===== src/rtl/writeback_unit_pkg.sv =====
// Shared core definitions for the writeback slice.
//   CORE_XLEN / CORE_BUF_DEPTH : default datapath width and pending-write buffer depth
//   INSTR_*                    : instruction IDs carried on the MEM_WB / late-load paths
//   wb_src_e                   : which source wins the register-file write port this cycle
package writeback_unit_pkg;

  localparam int unsigned CORE_XLEN      = 32;
  localparam int unsigned CORE_BUF_DEPTH = 4;

  localparam logic [5:0] INSTR_ADD = 6'd1;
  localparam logic [5:0] INSTR_LB  = 6'd8;
  localparam logic [5:0] INSTR_LH  = 6'd9;
  localparam logic [5:0] INSTR_LW  = 6'd10;
  localparam logic [5:0] INSTR_LBU = 6'd11;
  localparam logic [5:0] INSTR_LHU = 6'd12;

  typedef enum logic [1:0] {
    WB_SRC_NONE,
    WB_SRC_LATE,
    WB_SRC_BUF,
    WB_SRC_PIPE
  } wb_src_e;

endpackage


===== src/rtl/writeback_unit_load_formatter.sv =====
// load_formatter: extracts and extends load data.
//   instr_id  : instruction ID (INSTR_LB/LH/LW/LBU/LHU select formatting)
//   mem_data  : raw aligned memory word
//   addr_lo   : low address bits selecting byte/halfword
//   alu_value : value used when instr_id is not a load
//   value     : formatted register write value
module load_formatter
  import writeback_unit_pkg::*;
#(
  parameter int unsigned XLEN = CORE_XLEN
) (
  input  logic [5:0]      instr_id,
  input  logic [XLEN-1:0] mem_data,
  input  logic [1:0]      addr_lo,
  input  logic [XLEN-1:0] alu_value,
  output logic [XLEN-1:0] value
);

  logic [7:0]  byte_sel;
  logic [15:0] half_sel;

  always_comb begin
    byte_sel = mem_data[{addr_lo, 3'b000} +: 8];
    half_sel = addr_lo[1] ? mem_data[31:16] : mem_data[15:0];
    case (instr_id)
      INSTR_LB:  value = XLEN'($signed(byte_sel));
      INSTR_LH:  value = XLEN'($signed(half_sel));
      INSTR_LW:  value = XLEN'($signed(mem_data[31:0]));
      INSTR_LBU: value = XLEN'(byte_sel);
      INSTR_LHU: value = XLEN'(half_sel);
      default:   value = alu_value;
    endcase
  end

endmodule


===== src/rtl/writeback_unit.sv =====
// writeback_unit: arbitrates register-file writes between late (cache-miss) load
// returns, a small in-order pending-write buffer, and the MEM_WB pipeline slot.
//   clk, rst            : clock, asynchronous active-high reset
//   pipe_*_in           : MEM_WB slot payload; pipe_ready_out = buffer has room
//   ld_*_in             : late load return (always accepted, highest priority)
//   ld_issue_*_in       : late load issued, marks rd pending
//   rf_*_out            : registered register-file write port
//   pending_mask_out    : bit n set while a late load to xn is outstanding
//   buf_count_out       : pending-write buffer occupancy
module writeback_unit
  import writeback_unit_pkg::*;
#(
  parameter int unsigned XLEN      = CORE_XLEN,
  parameter int unsigned BUF_DEPTH = CORE_BUF_DEPTH
) (
  input  logic                         clk,
  input  logic                         rst,
  input  logic                         pipe_valid_in,
  input  logic                         pipe_rd_valid_in,
  input  logic [4:0]                   pipe_rd_addr_in,
  input  logic [XLEN-1:0]              pipe_rd_value_in,
  input  logic [XLEN-1:0]              pipe_mem_data_in,
  input  logic [1:0]                   pipe_addr_lo_in,
  input  logic [5:0]                   pipe_instr_id_in,
  output logic                         pipe_ready_out,
  input  logic                         ld_valid_in,
  input  logic [4:0]                   ld_rd_addr_in,
  input  logic [XLEN-1:0]              ld_data_in,
  input  logic [1:0]                   ld_addr_lo_in,
  input  logic [5:0]                   ld_instr_id_in,
  input  logic                         ld_issue_valid_in,
  input  logic [4:0]                   ld_issue_rd_in,
  output logic                         rf_wr_en_out,
  output logic [4:0]                   rf_rd_addr_out,
  output logic [XLEN-1:0]              rf_rd_value_out,
  output logic [31:0]                  pending_mask_out,
  output logic [$clog2(BUF_DEPTH):0]   buf_count_out
);

  localparam int unsigned PW = $clog2(BUF_DEPTH);
  localparam int unsigned CW = PW + 1;

  logic [XLEN-1:0] pipe_fmt;
  logic [XLEN-1:0] ld_fmt;

  logic [4:0]      buf_addr  [BUF_DEPTH];
  logic [XLEN-1:0] buf_value [BUF_DEPTH];
  logic [PW-1:0]   rd_ptr;
  logic [PW-1:0]   wr_ptr;
  logic [CW-1:0]   count;

  logic            cand;
  logic            accept;
  logic            ld_wr;
  logic            push;
  logic            pop;
  wb_src_e         src;
  logic [4:0]      win_addr;
  logic [XLEN-1:0] win_value;

  logic [31:0]     mask_set;
  logic [31:0]     mask_clr;

  load_formatter #(.XLEN(XLEN)) u_pipe_fmt (
    .instr_id  (pipe_instr_id_in),
    .mem_data  (pipe_mem_data_in),
    .addr_lo   (pipe_addr_lo_in),
    .alu_value (pipe_rd_value_in),
    .value     (pipe_fmt)
  );

  load_formatter #(.XLEN(XLEN)) u_ld_fmt (
    .instr_id  (ld_instr_id_in),
    .mem_data  (ld_data_in),
    .addr_lo   (ld_addr_lo_in),
    .alu_value (ld_data_in),
    .value     (ld_fmt)
  );

  assign pipe_ready_out = (count < CW'(BUF_DEPTH));
  assign buf_count_out  = count;

  assign cand   = pipe_valid_in && pipe_rd_valid_in && (pipe_rd_addr_in != 5'd0);
  assign accept = cand && pipe_ready_out;
  assign ld_wr  = ld_valid_in && (ld_rd_addr_in != 5'd0);

  // Bypass only when nothing older is queued and the late load is not taking
  // the port; otherwise the candidate queues behind the buffer to keep order.
  always_comb begin
    src       = WB_SRC_NONE;
    win_addr  = '0;
    win_value = '0;
    push      = 1'b0;
    pop       = 1'b0;
    if (ld_wr) begin
      src       = WB_SRC_LATE;
      win_addr  = ld_rd_addr_in;
      win_value = ld_fmt;
      push      = accept;
    end else if (count != '0) begin
      src       = WB_SRC_BUF;
      win_addr  = buf_addr[rd_ptr];
      win_value = buf_value[rd_ptr];
      pop       = 1'b1;
      push      = accept;
    end else if (accept) begin
      src       = WB_SRC_PIPE;
      win_addr  = pipe_rd_addr_in;
      win_value = pipe_fmt;
    end
  end

  always_ff @(posedge clk) begin
    if (push) begin
      buf_addr[wr_ptr]  <= pipe_rd_addr_in;
      buf_value[wr_ptr] <= pipe_fmt;
    end
  end

  always_ff @(posedge clk or posedge rst) begin
    if (rst) begin
      rd_ptr <= '0;
      wr_ptr <= '0;
      count  <= '0;
    end else begin
      if (push) wr_ptr <= wr_ptr + PW'(1);
      if (pop)  rd_ptr <= rd_ptr + PW'(1);
      case ({push, pop})
        2'b10:   count <= count + CW'(1);
        2'b01:   count <= count - CW'(1);
        default: count <= count;
      endcase
    end
  end

  always_ff @(posedge clk or posedge rst) begin
    if (rst) begin
      rf_wr_en_out    <= 1'b0;
      rf_rd_addr_out  <= '0;
      rf_rd_value_out <= '0;
    end else begin
      rf_wr_en_out <= (src != WB_SRC_NONE);
      if (src != WB_SRC_NONE) begin
        rf_rd_addr_out  <= win_addr;
        rf_rd_value_out <= win_value;
      end
    end
  end

  // Set is applied after clear so a same-cycle issue and return leaves the bit set.
  always_comb begin
    mask_set = '0;
    mask_clr = '0;
    if (ld_issue_valid_in && (ld_issue_rd_in != 5'd0)) mask_set[ld_issue_rd_in] = 1'b1;
    if (ld_valid_in) mask_clr[ld_rd_addr_in] = 1'b1;
  end

  always_ff @(posedge clk or posedge rst) begin
    if (rst) pending_mask_out <= '0;
    else     pending_mask_out <= (pending_mask_out & ~mask_clr) | mask_set;
  end

endmodule

===== config.mk =====
export PLATFORM = sky130hd
export DESIGN_NAME = writeback_unit
export DESIGN_NICKNAME = d
export VERILOG_FILES = /design/src/rtl/writeback_unit_pkg.sv /design/src/rtl/writeback_unit_load_formatter.sv /design/src/rtl/writeback_unit.sv
export SDC_FILE = /design/constraint.sdc
export NUM_CORES = 1
export LEC_CHECK = 0
export BUFFER_PORTS_ARGS = -buffer_cell sky130_fd_sc_hd__buf_2
export CAP_MARGIN = 20
export CORE_MARGIN = 4
export CORE_UTILIZATION = 45
export DETAILED_ROUTE_END_ITERATION = 16
export PLACE_DENSITY = 0.67
export SLEW_MARGIN = 20
export SYNTH_ARGS = -nofsm -noshare
export SYNTH_HDL_FRONTEND = slang
export SYNTH_SLANG_ARGS = --single-unit

===== constraint.sdc =====
create_clock -name clk -period 5.15 [get_ports clk]
set_input_delay 1.03 -clock clk [delete_from_list [all_inputs] [get_ports clk]]
set_output_delay 1.03 -clock clk [all_outputs]
set_load 0.02 [all_outputs]

After elaboration in Yosys (flattened, before gate mapping). Memories as Yosys holds them, arrays and structs flattened. Index checks and enable logic that the tools add are counted.

Add/sub/neg operators: 4. Magnitude comparators: 5. Equal/unequal tests: 11. Shift operators: 2. Muxes and demuxes: 26. Bitwise logic cells: 3. Reductions and logical operators: 13.

Operators with widths (number): two-way mux 32 bit (5); one-hot mux 32 bit (5 select lines) (1); one-hot mux 32 bit (4 select lines) (1); variable part select 32 x 6 -> 8 bit (2); equality test 6 x 4 -> 1 bit (second input constant) (9); AND 32 bit (1); two-way mux 16 bit (2); inverter 32 bit (1); bitwise OR 32 bit (1); two-way mux 5 bit (3); nonzero test 5 bit (3); < comparator 5 x 6 -> 1 bit (second input constant) (2); demux 1 bit (select 5 bit) (2); greater-or-equal comparator 5 x 1 -> 1 bit (second input constant) (2); two-way mux 1 bit (8); logical AND 1 bit (7); two-way mux 2 bit (3); one-hot mux 3 bit (2 select lines) (1); adder 2 x 1 -> 2 bit (second input constant) (2); nonzero test 2 bit (2); adder 3 x 1 -> 3 bit (second input constant) (1); < comparator 3 bit (second input constant) (1); nonzero test 3 bit (1); subtractor 3 x 1 -> 3 bit (second input constant) (1); other kinds (2) (2).

Flip-flop bits (word level): 77. Bits in writable memories: 148. Bits of input ports: 133. Word-level logic and storage cells: 73. Memories kept: 2.

Memories: buf_value (words 4, bits a word 32, rd ports 1, clocked after memory_dff 0, write ports 1, RTL line writeback_unit.sv:47) `logic [XLEN-1:0] buf_value [BUF_DEPTH];`; buf_addr (words 4, bits a word 5, rd ports 1, clocked after memory_dff 0, write ports 1, RTL line writeback_unit.sv:46) `logic [4:0] buf_addr [BUF_DEPTH];`.

Depth between registers and ports, before layout.
Word-level depth: 8. Gate-level depth with buffers: 12.

Hierarchy. Synthesis repeated with hierarchy kept, for this count alone.

Cell total of the unflattened synthesis: 945. Area, all modules: 11504.8 um^2.

Modules (own cells, without submodules): writeback_unit (times used 1, cells each 601, area each 9267.6 um^2); load_formatter (times used 2, cells each 172, area each 1118.6 um^2).

Worst setup path after synthesis. No wires, ideal clock.

Path kind: input port to flip-flop. From: in ld_rd_addr_in[2]. To: reg count[2] (netlist: buf_count_out[2]). Data arrival time: 3.190 ns. Slack: 1.880 ns. Cell stages on the path: 12. Cell sequence: buf_2 -> or3_4 -> o31a_1 -> buf_6 -> nor2_4 -> buf_6 -> ha_1 -> inv_1 -> fa_1 -> xor2_1 -> nor2_1 -> xnor2_1.

Longest elaborated chain between the ends: 5. Elaborated cells on any way between the ends: 8. Classes of those cells: eq/ne: 2; mux: 3; reduce/logical: 3.

Ends and longest elaborated chain: start, declared (RTL line writeback_unit.sv:27) `input logic [4:0] ld_rd_addr_in,`; nonzero test 5 bit * (RTL line writeback_unit.sv:85) `assign ld_wr = ld_valid_in && (ld_rd_addr_in != 5'd0);`; logical AND 1 bit * (RTL line writeback_unit.sv:85); two-way mux 1 bit * (RTL line writeback_unit.sv:95) `if (ld_wr) begin`; via pop (RTL line writeback_unit.sv:56) `logic pop;`; equality test 2 x 1 -> 1 bit or equality test 2 bit (tied branches) (RTL line writeback_unit.sv:128) `case ({push, pop})`; one-hot mux 3 bit (2 select lines) or nonzero test 2 bit (tied branches); end signal, assigned (RTL line writeback_unit.sv:129) `2'b10: count <= count + CW'(1);`; end signal, assigned (RTL line writeback_unit.sv:130) `2'b01: count <= count - CW'(1);`; end signal, assigned (RTL line writeback_unit.sv:131) `default: count <= count;`; end, declared (RTL line writeback_unit.sv:50) `logic [CW-1:0] count;`.

Mark *: on every way through the listed nets, which the timed path passes. The rest lies on a longest branch. A chain may end at the register's enable or synchronous reset.

Worst setup path in the final report.
From: in ld_rd_addr_in[3]. To: reg count[2] (netlist: buf_count_out[2]).

Longest elaborated chain between the ends: 5. Elaborated cells on any way between the ends: 8. Classes of those cells: eq/ne: 2; mux: 3; reduce/logical: 3.

Ends and longest elaborated chain (RTL line): nonzero test 5 bit * (writeback_unit.sv:85); logical AND 1 bit * (writeback_unit.sv:85); two-way mux 1 bit (writeback_unit.sv:95); equality test 2 x 1 -> 1 bit or equality test 2 bit (tied branches) (writeback_unit.sv:128); one-hot mux 3 bit (2 select lines) or nonzero test 2 bit (tied branches).

Mark *: on every way between the ends. The rest lies on a longest branch, timed or not.

==> results.json <==
{
  "outcome": "completed",
  "multi_input_comb_area_mm2": 0.004424,
  "yosysMostFrequentCell": "edfxtp_1",
  "async_flop_share": 0.3422,
  "die_area_mm2": 0.02748,
  "maxCapViolCount": 0,
  "die_w_um": 165.8,
  "path_delay_family": "simple AND/OR/NAND/NOR gates",
  "relSlewSlack": 0.3583,
  "fin_crit_sh": 0.6691,
  "gp_congestion": 0.9154,
  "finalClockSkew_ns": 0.009958,
  "grtUsageTotal": 0.2423,
  "placement.io_buffers": 206,
  "setup_viol": 0,
  "pre_cts_slack_ns": 1.210,
  "cp_max_fo": 27,
  "wire_per_inst_um": 25.22,
  "cts_num_sinks": 225,
  "cp-start-kind": "primary input",
  "synth_edf_count": 148,
  "cts_made_buffers": 23,
  "yosys_most_used_dff": "edfxtp_1",
  "fillers": 2079,
  "finalMaxSlewViolations": 0,
  "via_count": 8737,
  "final_nets": 1182,
  "timing.critical_path.buf_inv": 3,
  "drt-initial-drc-count": 1012,
  "fin_area_mm2": 0.01318,
  "ys_top_cells_by_count": "148 x edfxtp_1, 77 x dfrtp_1, 72 x o21ai_0",
  "worstMarginPinSlew_ns": 0.9626,
  "grt_start_max_net_pins": 52,
  "dpl.hpwl_um": 24730,
  "cp-end-kind": "flop",
  "period_needed_ns": 3.446,
  "cts_setup_buffers": 0,
  "seq_area_frac_synth": 0.5689,
  "critPathKind": "in -> reg",
  "ir_drop_mv": 0.2904,
  "cts_max_path_buffers": 3,
  "syn_inst": 855,
  "clk_pin_slew_ns": 0.06,
  "antenna_found_initial": 2,
  "ant_nets": 0,
  "cpPeakStageDelay_ns": 0.55,
  "powerDensity_mw_per_mm2": 450.1,
  "netlist_top_cells_area": "edfxtp_1 40%, dfrtp_1 17%, mux4_2 8.2%, o21ai_0 3.2%, o221ai_1 1.9%",
  "boundaryPins": 207,
  "start_util": 0.4592,
  "cts_tree": "done",
  "worstHoldPathType": "reg -> reg",
  "areaGrowthSynthToFinish_pct": 17.72,
  "ys_seq_elements": 225,
  "die_y_um": 165.8,
  "leakagePower_nw": 5.065,
  "synth_top_area_share": 0.3968,
  "post_cts_resized": 0,
  "layout-drive-gt1-share": 0.3132,
  "critPathArrivalTime_ns": 3.86,
  "grt_pass1_vias": 8476,
  "worstSkewPairLatency_ns": 0.50,
  "ys_warn_count": 0,
  "htreeDepth": 1,
  "path_cells": "buf_2, or3_4, o31a_1, buf_4, nor2_4, ha_1, inv_1, fa_1, xor2_1, nor2_1, xnor2_1",
  "rows": 57,
  "dpl_cell_area_mm2": 0.01243,
  "root_buffer": "clkbuf_16",
  "synth.net_count": 994,
  "coreArea_mm2": 0.02439,
  "grt_first_pass_wirelength_um": 52210,
  "layout.area.seq_mm2": 0.006375,
  "drt_wl_total_um": 34860,
  "via_per_inst": 6.322,
  "synth_area_mm2": 0.01120,
  "ctsHoldBuffers": 0,
  "synth_top_cell_by_area": "edfxtp_1",
  "drcViolationCount": 0,
  "timing.final.ws_setup_ns": 1.704,
  "fmax_mhz": 290.2,
  "syn_avg_cell_area_um2": 13.10,
  "critPathSlowestCell": "nor2_4",
  "firstDrtPassIters": 7,
  "hold_viol_final": 0,
  "cp.required_ns": 5.57,
  "grt-ovfl-total": 0,
  "grt_setup_unrepaired": "no",
  "ys_types": 75,
  "fin_setup_tns_ns": 0
}
## worst min-delay path: stages (launching register included)
cell and delay, ns:
dfrtp_1 0.33, o21ai_0 0.07, o21ai_0 0.06
## flip-flops by register name, summed over array words and instances, names as in the netlist
signal and count:
rd_ptr 2, wr_ptr 2, pending_mask_out 32, rf_wr_en_out 1
rf_rd_addr_out 5, buf_count_out 3, buf_addr 20, buf_value 128
rf_rd_value_out 32
## layout make-up
class | instances | share of cell area
Inverter | 19 | 0.005504
Tap cell | 324 | 0.03075
Clock inverter | 11 | 0.01015
Clock buffer | 28 | 0.04584
Multi-Input combinational cell | 550 | 0.3356
Sequential cell | 225 | 0.4835
Antenna cell | 1 | 0.0001898
Timing Repair Buffer | 224 | 0.08845
## through the flow
step	power (W)	cells	hold slack (ns)	utilization
global placement	0.004275	1342	0.4804	0.5098
detailed placement	0.004316	1342	0.4898	0.5098
floorplan	0.003661	855	0.5796	-
global route	0.006209	1382	0.5354	0.5405
CTS	0.005965	1381	0.5025	0.5401
finish	0.005934	1382	0.4985	0.5405
## layout by cell type, fill, tap and decap left out, drive strengths merged, types with 18 or more instances in the layout
master,instances
a31oi,28
buf,224
edfxtp,148
dfrtp,77
mux4,46
nor2,52
clkbuf,28
nand2,45
o21ai,73
and3,22
o221ai,24
inv,18
a21oi,27
a22oi,18
## cell families (layout without fill, tap and decap cells)
kind of cell    after synthesis  after routing  share of synthesized area
mux                          60             60                     0.1070
flops                       225            225                     0.5689
xor+xnor                     10             10                   0.007820
simple gates                197            197                    0.09619
fa+ha+maj                     6              6                   0.007374
other cells                   0              1                          0
buf+inv                      80            282                    0.03687
compound gates              277            277                     0.1758
## routing by layer
layer  global-route usage  up-vias  wire length [µm]  part of all wire
li1                     -     3790                 -                 -
met1               0.3280     4327             13540              0.39
met2               0.3935      532             16540              0.47
met3              0.05165       86              3453             0.099
met4              0.08142        2              1312             0.038
met5                    0        -                17           0.00049
## final timing paths
path | from | to | slack [ns] | cells past startpoint
min in group asynchronous | rst | pending_mask_out[17]$_DFF_PP0_ | 0.70 | 2
hold / removal | pending_mask_out[4]$_DFF_PP0_ | pending_mask_out[4]$_DFF_PP0_ | 0.50 | 2
setup reg to reg | buf_count_out[0]$_DFFE_PP0P_ | rf_rd_value_out[30]$_DFFE_PP0P_ | 2.49 | 6
hold reg to reg | pending_mask_out[4]$_DFF_PP0_ | pending_mask_out[4]$_DFF_PP0_ | 0.50 | 2
setup / recovery | ld_rd_addr_in[3] | buf_count_out[2]$_DFFE_PP0P_ | 1.70 | 11
max in group asynchronous | rst | rf_rd_value_out[11]$_DFFE_PP0P_ | 3.45 | 3
## power breakdown
part,switching (W),internal [W]
clock,0.000674,0.000982
sequential,0.000314,0.00223
combinational,0.00100,0.000729
total,0.00199,0.00394
No activity file was read; power rests on OpenSTA's default activity.
